===== config.mk =====
export PLATFORM = sky130hd
export DESIGN_NAME = stream_downsize
export DESIGN_NICKNAME = d
export VERILOG_FILES = /design/src/rtl/stream_downsize.sv
export SDC_FILE = /design/constraint.sdc
export NUM_CORES = 1
export LEC_CHECK = 0
export CORE_MARGIN = 1.5
export CORE_UTILIZATION = 40
export CTS_CLUSTER_DIAMETER = 50
export DETAILED_ROUTE_END_ITERATION = 10
export GPL_TIMING_DRIVEN = 0
export PLACE_DENSITY = 0.7
export RECOVER_POWER = 50
export SYNTH_ARGS = -nofsm -noshare
export SYNTH_HDL_FRONTEND = slang
export SYNTH_SLANG_ARGS = --single-unit
export TNS_END_PERCENT = 20

===== constraint.sdc =====
create_clock -name clk -period 1.4 [get_ports clk]
set_input_delay 0.42 -clock clk [delete_from_list [all_inputs] [get_ports clk]]
set_output_delay 0.42 -clock clk [all_outputs]
set_load 0.005 [all_outputs]

===== src/rtl/stream_downsize.sv =====
// stream_downsize: splits one wide word (T_DATA_RATIO lanes + keep + last)
// into narrow beats of its kept lanes, lowest lane first.
//   clk, rst_n                : clock, synchronous active-low reset
//   s_data_i/keep/last/valid  : wide word in; s_ready_o accepts it
//   m_data_o/last/valid       : narrow beat out; m_ready_i accepts it
module stream_downsize #(
  parameter int T_DATA_WIDTH = 4,
  parameter int T_DATA_RATIO = 2
) (
  input  logic                    clk,
  input  logic                    rst_n,
  input  logic [T_DATA_WIDTH-1:0] s_data_i [T_DATA_RATIO-1:0],
  input  logic [T_DATA_RATIO-1:0] s_keep_i,
  input  logic                    s_last_i,
  input  logic                    s_valid_i,
  output logic                    s_ready_o,
  output logic [T_DATA_WIDTH-1:0] m_data_o,
  output logic                    m_last_o,
  output logic                    m_valid_o,
  input  logic                    m_ready_i
);

  localparam int R  = T_DATA_RATIO;
  localparam int W  = T_DATA_WIDTH;
  localparam int IW = (R > 2) ? $clog2(R) : 1;
  localparam logic [R-1:0] ONE = R'(1);

  typedef enum logic {EMPTY, SEND} state_t;

  state_t         state_q;
  logic [W-1:0]   data_q [R-1:0];
  logic [R-1:0]   mask_q;
  logic           last_q;

  logic [R-1:0]   rest;
  logic           final_beat;
  logic           fire_m;
  logic           acc;
  logic [W-1:0]   n_data [R-1:0];
  logic [R-1:0]   n_mask;
  logic           n_last;
  logic           n_valid;
  logic           n_beat_last;
  logic [IW-1:0]  idx;

  // Mask with its lowest set bit removed: empty means the current
  // beat is the final one of the held word.
  assign rest       = mask_q & (mask_q - ONE);
  assign final_beat = (state_q == SEND) && (rest == '0);
  assign fire_m     = m_valid_o & m_ready_i;

  assign s_ready_o = rst_n &
    ((state_q == EMPTY) | (final_beat & m_ready_i));
  assign acc = s_valid_i & s_ready_o;

  // Next held word/mask, then the beat it presents next cycle.
  // An all-zero keep word is consumed without being loaded.
  always_comb begin
    n_data = data_q;
    n_mask = mask_q;
    n_last = last_q;
    if (acc && (s_keep_i != '0)) begin
      n_data = s_data_i;
      n_mask = s_keep_i;
      n_last = s_last_i;
    end else if (fire_m) begin
      n_mask = rest;
    end
  end

  always_comb begin
    idx = '0;
    for (int i = R - 1; i >= 0; i--) begin
      if (n_mask[i]) idx = IW'(i);
    end
  end

  assign n_valid     = (n_mask != '0);
  assign n_beat_last =
    n_last && ((n_mask & (n_mask - ONE)) == '0);

  always_ff @(posedge clk) begin
    if (!rst_n) begin
      state_q   <= EMPTY;
      mask_q    <= '0;
      last_q    <= 1'b0;
      m_valid_o <= 1'b0;
      m_last_o  <= 1'b0;
      m_data_o  <= '0;
      for (int i = 0; i < R; i++) data_q[i] <= '0;
    end else begin
      state_q   <= n_valid ? SEND : EMPTY;
      mask_q    <= n_mask;
      last_q    <= n_last;
      data_q    <= n_data;
      m_valid_o <= n_valid;
      m_last_o  <= n_valid & n_beat_last;
      m_data_o  <= n_valid ? n_data[idx] : '0;
    end
  end

endmodule


=== Word level (Yosys, flattened, before mapping) ===
Index checks and enable logic that the tools add are counted.

* Word-level logic and storage cells: 37
* Output and inout port bits: 7
* Register bits: 18

* Multiplexer cells: 9
* Bitwise operators: 9
* Add/sub/neg operators: 2
* Order comparisons: 1
* Reduce and logical (&&, ||, !) cells: 8

{| class="wikitable"
|+ Operators by type and width
! operator !! count
|-
| 4-bit two-way mux || 2
|-
| 8-bit two-way mux || 1
|-
| 1-bit bitwise AND || 5
|-
| 2-bit bitwise AND || 2
|-
| 2-bit zero test || 2
|-
| 1-bit two-way mux || 4
|-
| 2-bit two-way mux || 2
|-
| 2-bit nonzero test || 2
|-
| 2-bit by 1-bit subtractor with 2-bit output, second input constant || 2
|-
| 1-bit logical AND || 3
|-
| 1-bit by 2-bit < comparator with 1-bit output, second input constant || 1
|-
| 2-bit AND reduction || 1
|-
| 1-bit inverter || 1
|-
| 1-bit bitwise OR || 1
|}

=== Longest topological paths before layout ===
Gate-level depths: netlist of run 1.

* Depth after elaboration: 15
* Gate-level depth with buffers: 6

=== Worst setup path after synthesis of run 1 ===
Ideal clock, no wire load.

* Path kind: input port to flip-flop
* From: input m_ready_i
* To: register m_data_o[2]
* Path slack: -101 ps
* Path buffers: 1
* Arrival time: 1362 ps
* Required time: 1261 ps
* Stages: 6
* Cells stage by stage: a21bo_4 -> a21oi_4 -> buf_6 -> mux2i_1 -> nor2b_1 -> a211oi_1

* Cells in the longest elaborated chain, start to end: 10
* Elaborated cells on any way between the ends: 15
* Classes of those cells: mux (7); bitwise (5); reduce/logical (3)

{| class="wikitable"
|+ Ends and longest elaborated chain
! item !! line !! text
|-
| from (decl) || 20 || <nowiki>input logic m_ready_i</nowiki>
|-
| 1-bit bitwise AND || 53 || <nowiki>((state_q == EMPTY) | (final_beat & m_ready_i));</nowiki>
|-
| 1-bit bitwise OR || 53 ||
|-
| 1-bit bitwise AND || 52 || <nowiki>assign s_ready_o = rst_n &</nowiki>
|-
| 1-bit bitwise AND || 54 || <nowiki>assign acc = s_valid_i & s_ready_o;</nowiki>
|-
| 1-bit logical AND || 62 || <nowiki>if (acc && (s_keep_i != '0)) begin</nowiki>
|-
| 2-bit two-way mux || 62 ||
|-
| 1-bit two-way mux (2 in a row) || 74 || <nowiki>if (n_mask[i]) idx = IW'(i);</nowiki>
|-
| 4-bit two-way mux (not written as such) (2 in a row) || 98 || <nowiki>m_data_o <= n_valid ? n_data[idx] : '0;</nowiki>
|-
| to (signal assigned) || 98 ||
|-
| to (decl) || 17 || <nowiki>output logic [T_DATA_WIDTH-1:0] m_data_o,</nowiki>
|}

Several ways; a longest one is shown, not always the timed one. The select of a mux whose other input is x is not followed.
A chain may end at the register's enable or synchronous reset.

=== Final worst setup path of run 1 ===
* From: register mask_q[1]
* To: register m_data_o[2]

* Cells in the longest elaborated chain, start to end: 14
* Elaborated cells on any way between the ends: 18
* Classes of those cells: add/sub (1); mux (7); bitwise (5); reduce/logical (5)

{| class="wikitable"
|+ Ends and longest elaborated chain
! item !! line !! text
|-
| from (decl) || 32 || <nowiki>logic [R-1:0] mask_q;</nowiki>
|-
| from (signal assigned) || 93 || <nowiki>mask_q <= n_mask;</nowiki>
|-
| 2-bit by 1-bit subtractor with 2-bit output || 48 || <nowiki>assign rest = mask_q & (mask_q - ONE);</nowiki>
|-
| 2-bit bitwise AND || 48 ||
|-
| 2-bit zero test || 49 || <nowiki>assign final_beat = (state_q == SEND) && (rest == '0);</nowiki>
|-
| 1-bit logical AND || 49 ||
|-
| 1-bit bitwise AND || 53 ||
|-
| 1-bit bitwise OR || 53 ||
|-
| 1-bit bitwise AND || 52 ||
|-
| 1-bit bitwise AND || 54 ||
|-
| 1-bit logical AND || 62 ||
|-
| 2-bit two-way mux || 62 ||
|-
| 1-bit two-way mux (2 in a row) || 74 ||
|-
| 4-bit two-way mux (not written as such) (2 in a row) || 98 ||
|}

Several ways; a longest one is shown, not always the timed one. The select of a mux whose other input is x is not followed.

==> results of run 1 <==
final cells by class:
cell class	count	area, um2
fill	156	550.5
multi-input combinational	51	452.9
sequential	17	346.6
timing repair buffer	33	299.0
tap	25	31.28
clock buffer	3	22.52
buffer	2	15.01
clock inverter	1	5.005
inverter	1	3.754
registers in the layout, indices dropped and copies added (netlist names):
signal     cells
m_data_o       4
m_last_o       1
last_q         1
data_q         8
m_valid_o      1
mask_q         2
placed cells by master, fill, tap and decap left out, drive strengths merged, types with 2 or more instances in the layout:
| master | count |
|---|---|
| nand2 | 5 |
| buf | 15 |
| clkdlybuf4s50 | 9 |
| mux2i | 8 |
| a21oi | 4 |
| dfxtp | 17 |
| a211oi | 4 |
| o21ai | 5 |
| nor2b | 11 |
| dlygate4sd2 | 9 |
| and2b | 2 |
| nand3 | 2 |
| clkbuf | 4 |
worst max-delay path: stages, from the launching register on:
cell	delay, ns
dfxtp_2	0.34
a21bo_4	0.22
buf_6	0.12
a21oi_4	0.17
buf_6	0.16
mux2i_1	0.20
nor2b_2	0.18
a211oi_2	0.05
final timing paths:
path | startpoint | end | slack (ns) | cells past startpoint
hold reg to reg | last_q$_SDFF_PN0_ | last_q$_SDFF_PN0_ | 0.50 | 2
setup reg to reg | mask_q[1]$_SDFF_PN0_ | m_data_o[2]$_SDFF_PN0_ | -0.15 | 7
setup / recovery | mask_q[1]$_SDFF_PN0_ | m_data_o[2]$_SDFF_PN0_ | -0.15 | 7
hold / removal | last_q$_SDFF_PN0_ | last_q$_SDFF_PN0_ | 0.50 | 2
stage by stage:
| stage | hold WS, ns | utilization (%) | cell area [um2] | setup TNS [ns] |
|---|---|---|---|---|
| after global routing | 0.5442 | 68.12 | 1176 | -2.058 |
| final | 0.4983 | 68.12 | 1176 | -1.139 |
| after global placement | 0.4860 | 56.23 | 970.9 | -11.01 |
| after CTS | 0.5034 | 64.13 | 1107 | -0.7075 |
| after detailed placement | 0.4903 | 56.23 | 970.9 | -11.37 |
| after floorplan | 0.4594 | - | 729.5 | -0.3644 |
cell families (layout without fill, tap and decap cells):
kind of cell	after synthesis	after routing	share of synthesized area (%)
compound gates	20	20	21.79
buf+inv	3	40	2.572
mux	8	8	10.98
simple gates	23	23	18.01
flops	17	17	46.66
power breakdown:
group	internal, mW	leakage (nW)	switching, mW	total [mW]
Clock	0.106	0.0177	0.158	0.265
Combinational	0.137	0.339	0.104	0.241
Sequential	0.507	0.140	0.00990	0.517
Total	0.750	0.497	0.272	1.02
routing by layer:
layer / global-route usage (%) / part of all wire, % / up-vias
li1: - / - / 325
met1: 21.39 / 46 / 304
met2: 29.30 / 48 / 20
met3: 2.381 / 4.3 / 2
met4: 8.571 / 0.81 / 0
met5: 0 / 0 / -
what timing repair did:
action                     4_1_cts  5_1_grt
pin swaps                        6        3
cloned                           1        0
setup endpoints to repair       24       15
resized for setup               33       10
buffers inserted                10        1
==> results.ini, run 1 <==
[sta]
max_freq_ghz = 0.6465
max_slew_margin_pct = 76.32
setup_violations = 15
fin_ws_ns = -0.1468
drv_slew = 0
finalCritPeriodShare_pct = 110.5
skew_ns = 0.01277
hold_viol = 0
rsz0062_at_grt = true
period_needed_ns = 1.547
worst_pin_slew_ns = 0.3553

[grt]
grt_util_all_layers_pct = 17.31
grt.overflow.total = 0
grt_pass1_vias = 607
grt_max_degree = 11
antenna_found_initial = 0
grt_pass1_wl_mm = 2.553

[synthesis]
avgSynthCellArea_um2 = 10.27
synth-async-reset-ratio_pct = 0
ys.flop_type = dfxtp_1
synth_common_cells = dfxtp_1 (17), nor2b_1 (11), mux2i_1 (8)
synth_most_common_cell = dfxtp_1
synth_area_um2 = 729.5
ys_warn_count = 0
synthCells = 71
yosysTopAreaCell = dfxtp_1
synth_edf_count = 0
synthTopCellsByArea = dfxtp_1 (47%), mux2i_1 (11%), nor2b_1 (9.4%)
ys_seq_area_share_pct = 46.66
yosys.area.top_type_share_pct = 46.66
syn_nets = 86
synth_seq_cells = 17
synth_cell_types = 24

[die]
rows = 15
io_pins = 22
die_h_um = 45.71
start_util_pct = 42.25
core_um2 = 1727
die_w_um = 45.71
dieArea_um2 = 2089

[min_path]
hold_class = flip-flop to flip-flop

[clock_tree]
numCtsBuffers = 3
cts.sinks = 17
h-tree-depth = 1
cts_hold_buffers = 0
cts_tree = built
path_clk_slew_ns = 0.09
cts_max_path_buffers = 2
root_buffer = clkbuf_4
clkLatencyLatePin_ns = 0.29

[placement]
portBuffers = 21
place_congestion = 0.7918
dp_slack_ns = -1.030
hpwl_mm = 1.006
dpl.cell_count = 117

[critical_path]
crit_type = flip-flop to flip-flop
required_ns = 1.57
worstSetupEndpointType = flip-flop
start_kind = flip-flop
cp_max_fo = 5
critPathArrivalTime_ns = 1.72

[power]
power.density_nw_per_um2 = 869.2
p_total_mw = 1.022
vdd_ir_drop_max_mv = 0.4843
leakage_nw = 0.4968

[cells_and_area]
diodes = 0
final_cell_count_no_fill = 133
area_growth_pct = 61.24
layout-drive-gt1-share_pct = 33.33
fin_nets = 124

[routing]
drt-total-wl_mm = 1.737
drt_iter0_markers = 17
drc = 0
vias = 651
ant_nets = 0
drt-pass1-iter-count = 4
vias_per_cell = 4.895
post_drt_wl_per_cell_um = 13.06

[status]
status = finished, violations left
violations = negative setup slack

[job]
cap_violations = 0

Note: power is estimated with default switching activity, not from simulation.
==> run 2: changes to the inputs <==
==> constraint.sdc (replaced) <==
create_clock -name clk -period 1.4 [get_ports clk]
set_input_delay 0.14 -clock clk [delete_from_list [all_inputs] [get_ports clk]]
set_output_delay 0.14 -clock clk [all_outputs]
set_load 0.005 [all_outputs]
==> run 2 against run 1 <==
The flow still finishes with violations (negative setup slack). Clock power increased by 2%. Register-to-register slack improved by 0.06 ns. Largest cell class unchanged. Largest power group unchanged. Critical path type unchanged. Highest routed layer unchanged. Global-route usage rose by 0.79 points.
==> results.ini, run 2 (synthesis gave the netlist of run 1 again) <==
[cells_and_area]
mostFrequentLayoutCell = dfxtp_1
layout-drive-gt1-share_pct = 30.77  ; -2.6 points
finalInstanceArea_um2 = 1151  ; -2.1%
area_growth_pct = 57.80
top_regs = data_q x8, m_data_o x4, mask_q x2
final_cell_count_no_fill = 129  ; -3.0%
diodes = 0  ; unchanged
largest_reg_flops = 8  ; unchanged
layout_common_cells = dfxtp_1 (14), clkdlybuf4s50_1 (13), nor2b_1 (9), nand2_1 (5), buf_4 (5)
max_flop_register = data_q
fin_nets = 120  ; -3.2%
final_util_pct = 66.67  ; -1.4 points

[placement]
portBuffers = 21  ; unchanged
dpl.cell_count = 117  ; unchanged
place_area_um2 = 970.9  ; unchanged
hpwl_mm = 1.033  ; +2.7%
place_congestion = 0.7563  ; -4.5%

[routing]
post_drt_wl_per_cell_um = 13.51  ; +3.5%
drt_iter0_markers = 3  ; -14
drt-pass1-iter-count = 5  ; +1
drt-total-wl_mm = 1.743  ; +0.35%
vias_per_cell = 5.054  ; +3.3%
drc = 0  ; unchanged
vias = 652  ; +0.15%
ant_nets = 0  ; unchanged

[sta]
finalCritPeriodShare_pct = 106.5  ; -4.0 points
period_needed_ns = 1.491  ; -0.05626 ns
rsz0062_at_grt = true
max_slew_margin_pct = 74.76  ; -1.6 points
drv_slew = 0  ; unchanged
setup_violations = 7  ; -8
worst_pin_slew_ns = 0.3786  ; +0.02335 ns
fin_ws_ns = -0.09053  ; +0.05626 ns
holdWs_ns = 0.3359  ; -0.1624 ns
hold_viol = 0  ; unchanged
skew_ns = 0.01180  ; -0.0009659 ns
max_freq_ghz = 0.6709  ; +3.8%

[die]
die_w_um = 45.71  ; unchanged
dieArea_um2 = 2089  ; unchanged
start_util_pct = 42.25  ; unchanged
die_h_um = 45.71  ; unchanged
rows = 15  ; unchanged
io_pins = 22  ; unchanged
core_um2 = 1727  ; unchanged

[status]
status = finished, violations left
violations = negative setup slack

[power]
power.density_nw_per_um2 = 882.8  ; +1.6%
p_total_mw = 1.016  ; -0.60%
vdd_ir_drop_max_mv = 0.4423  ; -8.7%
leakage_nw = 0.4816  ; -3.0%

[critical_path]
cp_slowest_stage_delay_ns = 0.35  ; about the same
required_ns = 1.58  ; about the same
cp_max_fo = 5  ; unchanged
start_kind = flip-flop
critical_path_buf_inv_count = 1  ; -1
crit_type = flip-flop to flip-flop
critPathArrivalTime_ns = 1.67  ; -0.05 ns
slowest_stage = dfxtp_2
crit_family = compound AO/OA/AOI/OAI gates
worstSetupEndpointType = flip-flop
cp_cell_sequence = a21bo_4 > a21oi_4 > buf_6 > mux2i_2 > nor2b_4 > a211oi_2

[clock_tree]
cts_max_path_buffers = 2  ; unchanged
cts_tree = built
h-tree-depth = 1  ; unchanged
root_buffer = clkbuf_4
clkLatencyLatePin_ns = 0.30  ; about the same
path_clk_slew_ns = 0.09  ; about the same
cts.sinks = 17  ; unchanged
numCtsBuffers = 3  ; unchanged

[grt]
grt_pass1_vias = 605  ; -0.33%
antenna_found_initial = 0  ; unchanged
grt_pass1_wl_mm = 2.622  ; +2.7%
grt.overflow.total = 0  ; unchanged
grt_util_all_layers_pct = 18.10  ; +0.79 points
grt_max_degree = 11  ; unchanged

[job]
cap_violations = 0  ; unchanged

[min_path]
hold_class = input port to flip-flop

==> run 2: final timing paths <==
path                         from                     end  slack (ns)  cells past startpoint
max          mask_q[0]$_SDFF_PN0_  m_data_o[3]$_SDFF_PN0_       -0.09                      6
min                     s_valid_i    mask_q[1]$_SDFF_PN0_        0.34                      4
max reg2reg  mask_q[0]$_SDFF_PN0_  m_data_o[3]$_SDFF_PN0_       -0.09                      6
min reg2reg     last_q$_SDFF_PN0_       last_q$_SDFF_PN0_        0.50                      2
==> run 2: per-stage QoR <==
stage	setup TNS, ns	setup slack [ns]
after CTS	-0.2207	-0.06082
after detailed placement	-5.723	-0.4938
after floorplan	0	0.007563
after global placement	-5.648	-0.4866
final	-0.3541	-0.09053
after global routing	-1.074	-0.1773
==> run 2: repair_timing <==
action	CTS	global route
setup buffers	6	1
hold endpoints to repair	0	0
hold buffers	0	0
pin swaps	6	6
gates cloned	1	0
setup endpoints to repair	10	13
resized for setup	19	14
==> run 2: layout make-up <==
class | count | area (um2)
multi-input combinational | 51 | 455.4
fill | 159 | 575.6
timing repair buffer | 29 | 271.5
tap | 25 | 31.28
clock buffer | 3 | 22.52
buffer | 2 | 15.01
sequential | 17 | 346.6
inverter | 1 | 3.754
clock inverter | 1 | 5.005
==> run 2: layer usage <==
layer / vias up / GRT usage [%] / part of all wire (%) / routed length [um]
met5: - / 0 / 0 / 0
met4: 0 / 12.57 / 1.5 / 27
met3: 4 / 3.175 / 3.5 / 61
met2: 16 / 28.45 / 50 / 872
met1: 315 / 22.28 / 45 / 781
li1: 317 / - / - / -
==> run 2: report_power, final <==
| group | switching [mW] | internal [mW] | total [mW] | leakage (nW) |
|---|---|---|---|---|
| clock network | 0.164 | 0.107 | 0.271 | 0.0177 |
| registers | 0.0152 | 0.507 | 0.523 | 0.140 |
| logic | 0.0954 | 0.127 | 0.223 | 0.324 |
==> run 2: worst reg2reg max path, stage by stage (launching register included) <==
cell and delay (ns):
dfxtp_2 0.35, a21bo_4 0.24, a21oi_4 0.18, buf_6 0.16, mux2i_2 0.23, nor2b_4 0.18, a211oi_2 0.04
==> run 3: changes to the inputs <==
--- a/config.mk
+++ b/config.mk
@@ -12,6 +12,7 @@
 export GPL_TIMING_DRIVEN = 0
 export PLACE_DENSITY = 0.7
 export RECOVER_POWER = 50
+export SKIP_CTS_REPAIR_TIMING = 1
 export SYNTH_ARGS = -nofsm -noshare
 export SYNTH_HDL_FRONTEND = slang
 export SYNTH_SLANG_ARGS = --single-unit
==> run 3 against run 2 <==
The run still ends with negative setup slack left. Sequential power is essentially flat. First-iteration DRC count rose by 33%. Critical endpoint is now m_data_o[1]$_SDFF_PN0_. Sequential share of layout area fell by 0.22 points. Core utilization grew 1.4 points. Global-route usage fell by 2.0 points. Clock power is essentially flat. Combinational power increased by 3%. Largest power group unchanged. Power increased by 0.37%. Wire length fell by 1.5%. Largest cell class unchanged. Die area stayed put.
==> results.ini, run 3 (synthesis gave the netlist of run 1 again) <==
[power]
switchingPower_uw = 272.0  ; -1.0%
p_clk_share_pct = 26.3  ; -0.4 points
power.density_nw_per_um2 = 867.2  ; -1.8%
leakage_nw = 0.4741  ; -1.6%
internal-power_uw = 747.9  ; +0.89%
swShare_pct = 26.67  ; -0.38 points
vdd_ir_drop_max_mv = 0.4256  ; -3.8%
seqPwrFrac_pct = 51.2  ; -0.2 points
combPwrFrac_pct = 22.5  ; +0.6 points

[cells_and_area]
finalInstanceArea_um2 = 1176  ; +2.2%
nFillCells = 151  ; -5.0%
layout-drive-gt1-share_pct = 30.10  ; -0.67 points
layout_common_cells = clkdlybuf4s50_1 (18), dfxtp_1 (14), nor2b_1 (9), buf_4 (6), nand2_1 (5)
diodes = 0  ; unchanged
top_regs = data_q x8, m_data_o x4, mask_q x2
largest_reg_flops = 8  ; unchanged
area_growth_pct = 61.24
mostFrequentLayoutCell = clkdlybuf4s50_1
fin_nets = 119  ; -0.83%
max_flop_register = data_q
final_cell_count_no_fill = 128  ; -0.78%

[routing]
post_drt_wl_per_cell_um = 13.41  ; -0.78%
drt-total-wl_mm = 1.716  ; -1.5%
drt_iter0_markers = 4  ; +1
vias = 632  ; -3.1%
drc = 0  ; unchanged
ant_nets = 0  ; unchanged
drt-pass1-iter-count = 4  ; -1
vias_per_cell = 4.938  ; -2.3%

[sta]
finalCritPeriodShare_pct = 117.4  ; +11 points
max_freq_ghz = 0.6082  ; -9.3%
holdWs_ns = 0.3921  ; +0.05620 ns
rsz0062_at_grt = true
skew_ns = 0.008794  ; -0.003008 ns
hold_viol = 0  ; unchanged
fin_ws_ns = -0.2442  ; -0.1537 ns
tns_ns = -1.702  ; -1.348 ns
setup_violations = 13  ; +6
worst_pin_slew_ns = 0.3753  ; -0.003292 ns
period_needed_ns = 1.644  ; +0.1537 ns
max_slew_margin_pct = 74.98  ; +0.22 points
drv_slew = 0  ; unchanged

[critical_path]
required_ns = 1.58  ; about the same
crit_type = input port to flip-flop
start_kind = input port
r2r-start = mask_q[1]$_SDFF_PN0_
worstSetupEndpointType = flip-flop
cp_max_fo = 6  ; +1
cp-startpoint = rst_n
critPathArrivalTime_ns = 1.83  ; +0.16 ns

[min_path]
worstHoldStart = m_ready_i
hold_class = input port to flip-flop

[grt]
grt.overflow.total = 0  ; unchanged
antenna_found_initial = 0  ; unchanged
grt_pass1_wl_mm = 2.346  ; -11%
busiest_layer = met2
gr-usage-met1_pct = 20.30  ; -2.0 points
grt_pass1_vias = 556  ; -8.1%
grt_max_degree = 11  ; unchanged
grt_use_met3_pct = 2.778  ; -0.40 points
met2_usage_pct = 24.79  ; -3.7 points
grt_util_all_layers_pct = 16.13  ; -2.0 points

[placement]
portBuffers = 21  ; unchanged
place_congestion = 0.7563  ; unchanged
place_area_um2 = 970.9  ; unchanged
dpl.cell_count = 117  ; unchanged
hpwl_mm = 1.033  ; unchanged

[clock_tree]
clkLatencyLatePin_ns = 0.30  ; about the same
cts_tree = built
root_buffer = clkbuf_4
h-tree-depth = 1  ; unchanged
path_clk_slew_ns = 0.11  ; +0.02 ns
numCtsBuffers = 3  ; unchanged
cts_max_path_buffers = 2  ; unchanged
cts.sinks = 17  ; unchanged

[job]
cap_violations = 0  ; unchanged

[die]
die_h_um = 45.71  ; unchanged
dieArea_um2 = 2089  ; unchanged
start_util_pct = 42.25  ; unchanged
io_pins = 22  ; unchanged
core_um2 = 1727  ; unchanged
die_w_um = 45.71  ; unchanged
rows = 15  ; unchanged

[status]
violations = negative setup slack
status = finished, violations left

-- run 3: cell types whose count changed in the layout (fill, tap and decap cells not counted), moves of 2 or more --
cell and delta:
buf_2 -2, dfxtp_2 -2, mux2i_2 -2, dlygate4sd2_1 -3
dfxtp_4 +2, mux2i_4 +3, buf_6 -3, clkdlybuf4s50_1 +5
dlygate4sd3_1 -2
-- run 3: power by group through the flow --
stage / combinational (mW) / clock, mW / sequential [mW]
2_1_floorplan: 0.0849 / 0 / 0.530
5_1_grt: 0.249 / 0.289 / 0.525
6_report: 0.230 / 0.268 / 0.522
3_3_place_gp: 0.164 / 0 / 0.530
4_1_cts: 0.165 / 0.276 / 0.520
3_5_place_dp: 0.165 / 0 / 0.532
-- run 3: final cells by class --
class / instances / area, um2 / area share, %
multi-input combinational: 51 / 462.9 / 39.36
sequential: 17 / 351.6 / 29.89
timing repair buffer: 28 / 280.3 / 23.83
tap: 25 / 31.28 / 2.660
clock buffer: 3 / 22.52 / 1.915
buffer: 2 / 18.77 / 1.596
clock inverter: 1 / 5.005 / 0.4255
inverter: 1 / 3.754 / 0.3191
-- run 3: stage by stage --
stage | util, % | setup WS (ns) | total power [mW]
4_1_cts | 57.83 | -0.4812 | 0.9620
3_5_place_dp | 56.23 | -0.4938 | 0.6963
3_3_place_gp | 56.23 | -0.4866 | 0.6942
5_1_grt | 68.12 | -0.2906 | 1.063
2_1_floorplan | - | 0.007563 | 0.6149
6_report | 68.12 | -0.2442 | 1.020
-- run 3: path summary, 6_finish.rpt --
path / cells past startpoint / end / slack (ns)
max: 7 / m_data_o[1]$_SDFF_PN0_ / -0.24
min: 5 / mask_q[1]$_SDFF_PN0_ / 0.39
max reg2reg: 6 / m_data_o[1]$_SDFF_PN0_ / -0.21
min reg2reg: 2 / last_q$_SDFF_PN0_ / 0.50
-- run 3: critical path, cell delays in order --
cell             delay (ns)
clkdlybuf4s50_1        0.59
o211ai_1               0.20
a21oi_4                0.25
buf_4                  0.16
mux2i_2                0.23
nor2b_1                0.20
a211oi_1               0.07
-- run 3: per-layer routing --
layer | part of all wire (%) | wire [um]
met3 | 4.0 | 68
met5 | 0 | 0
met1 | 45 | 764
met4 | 2.3 | 40
met2 | 49 | 844
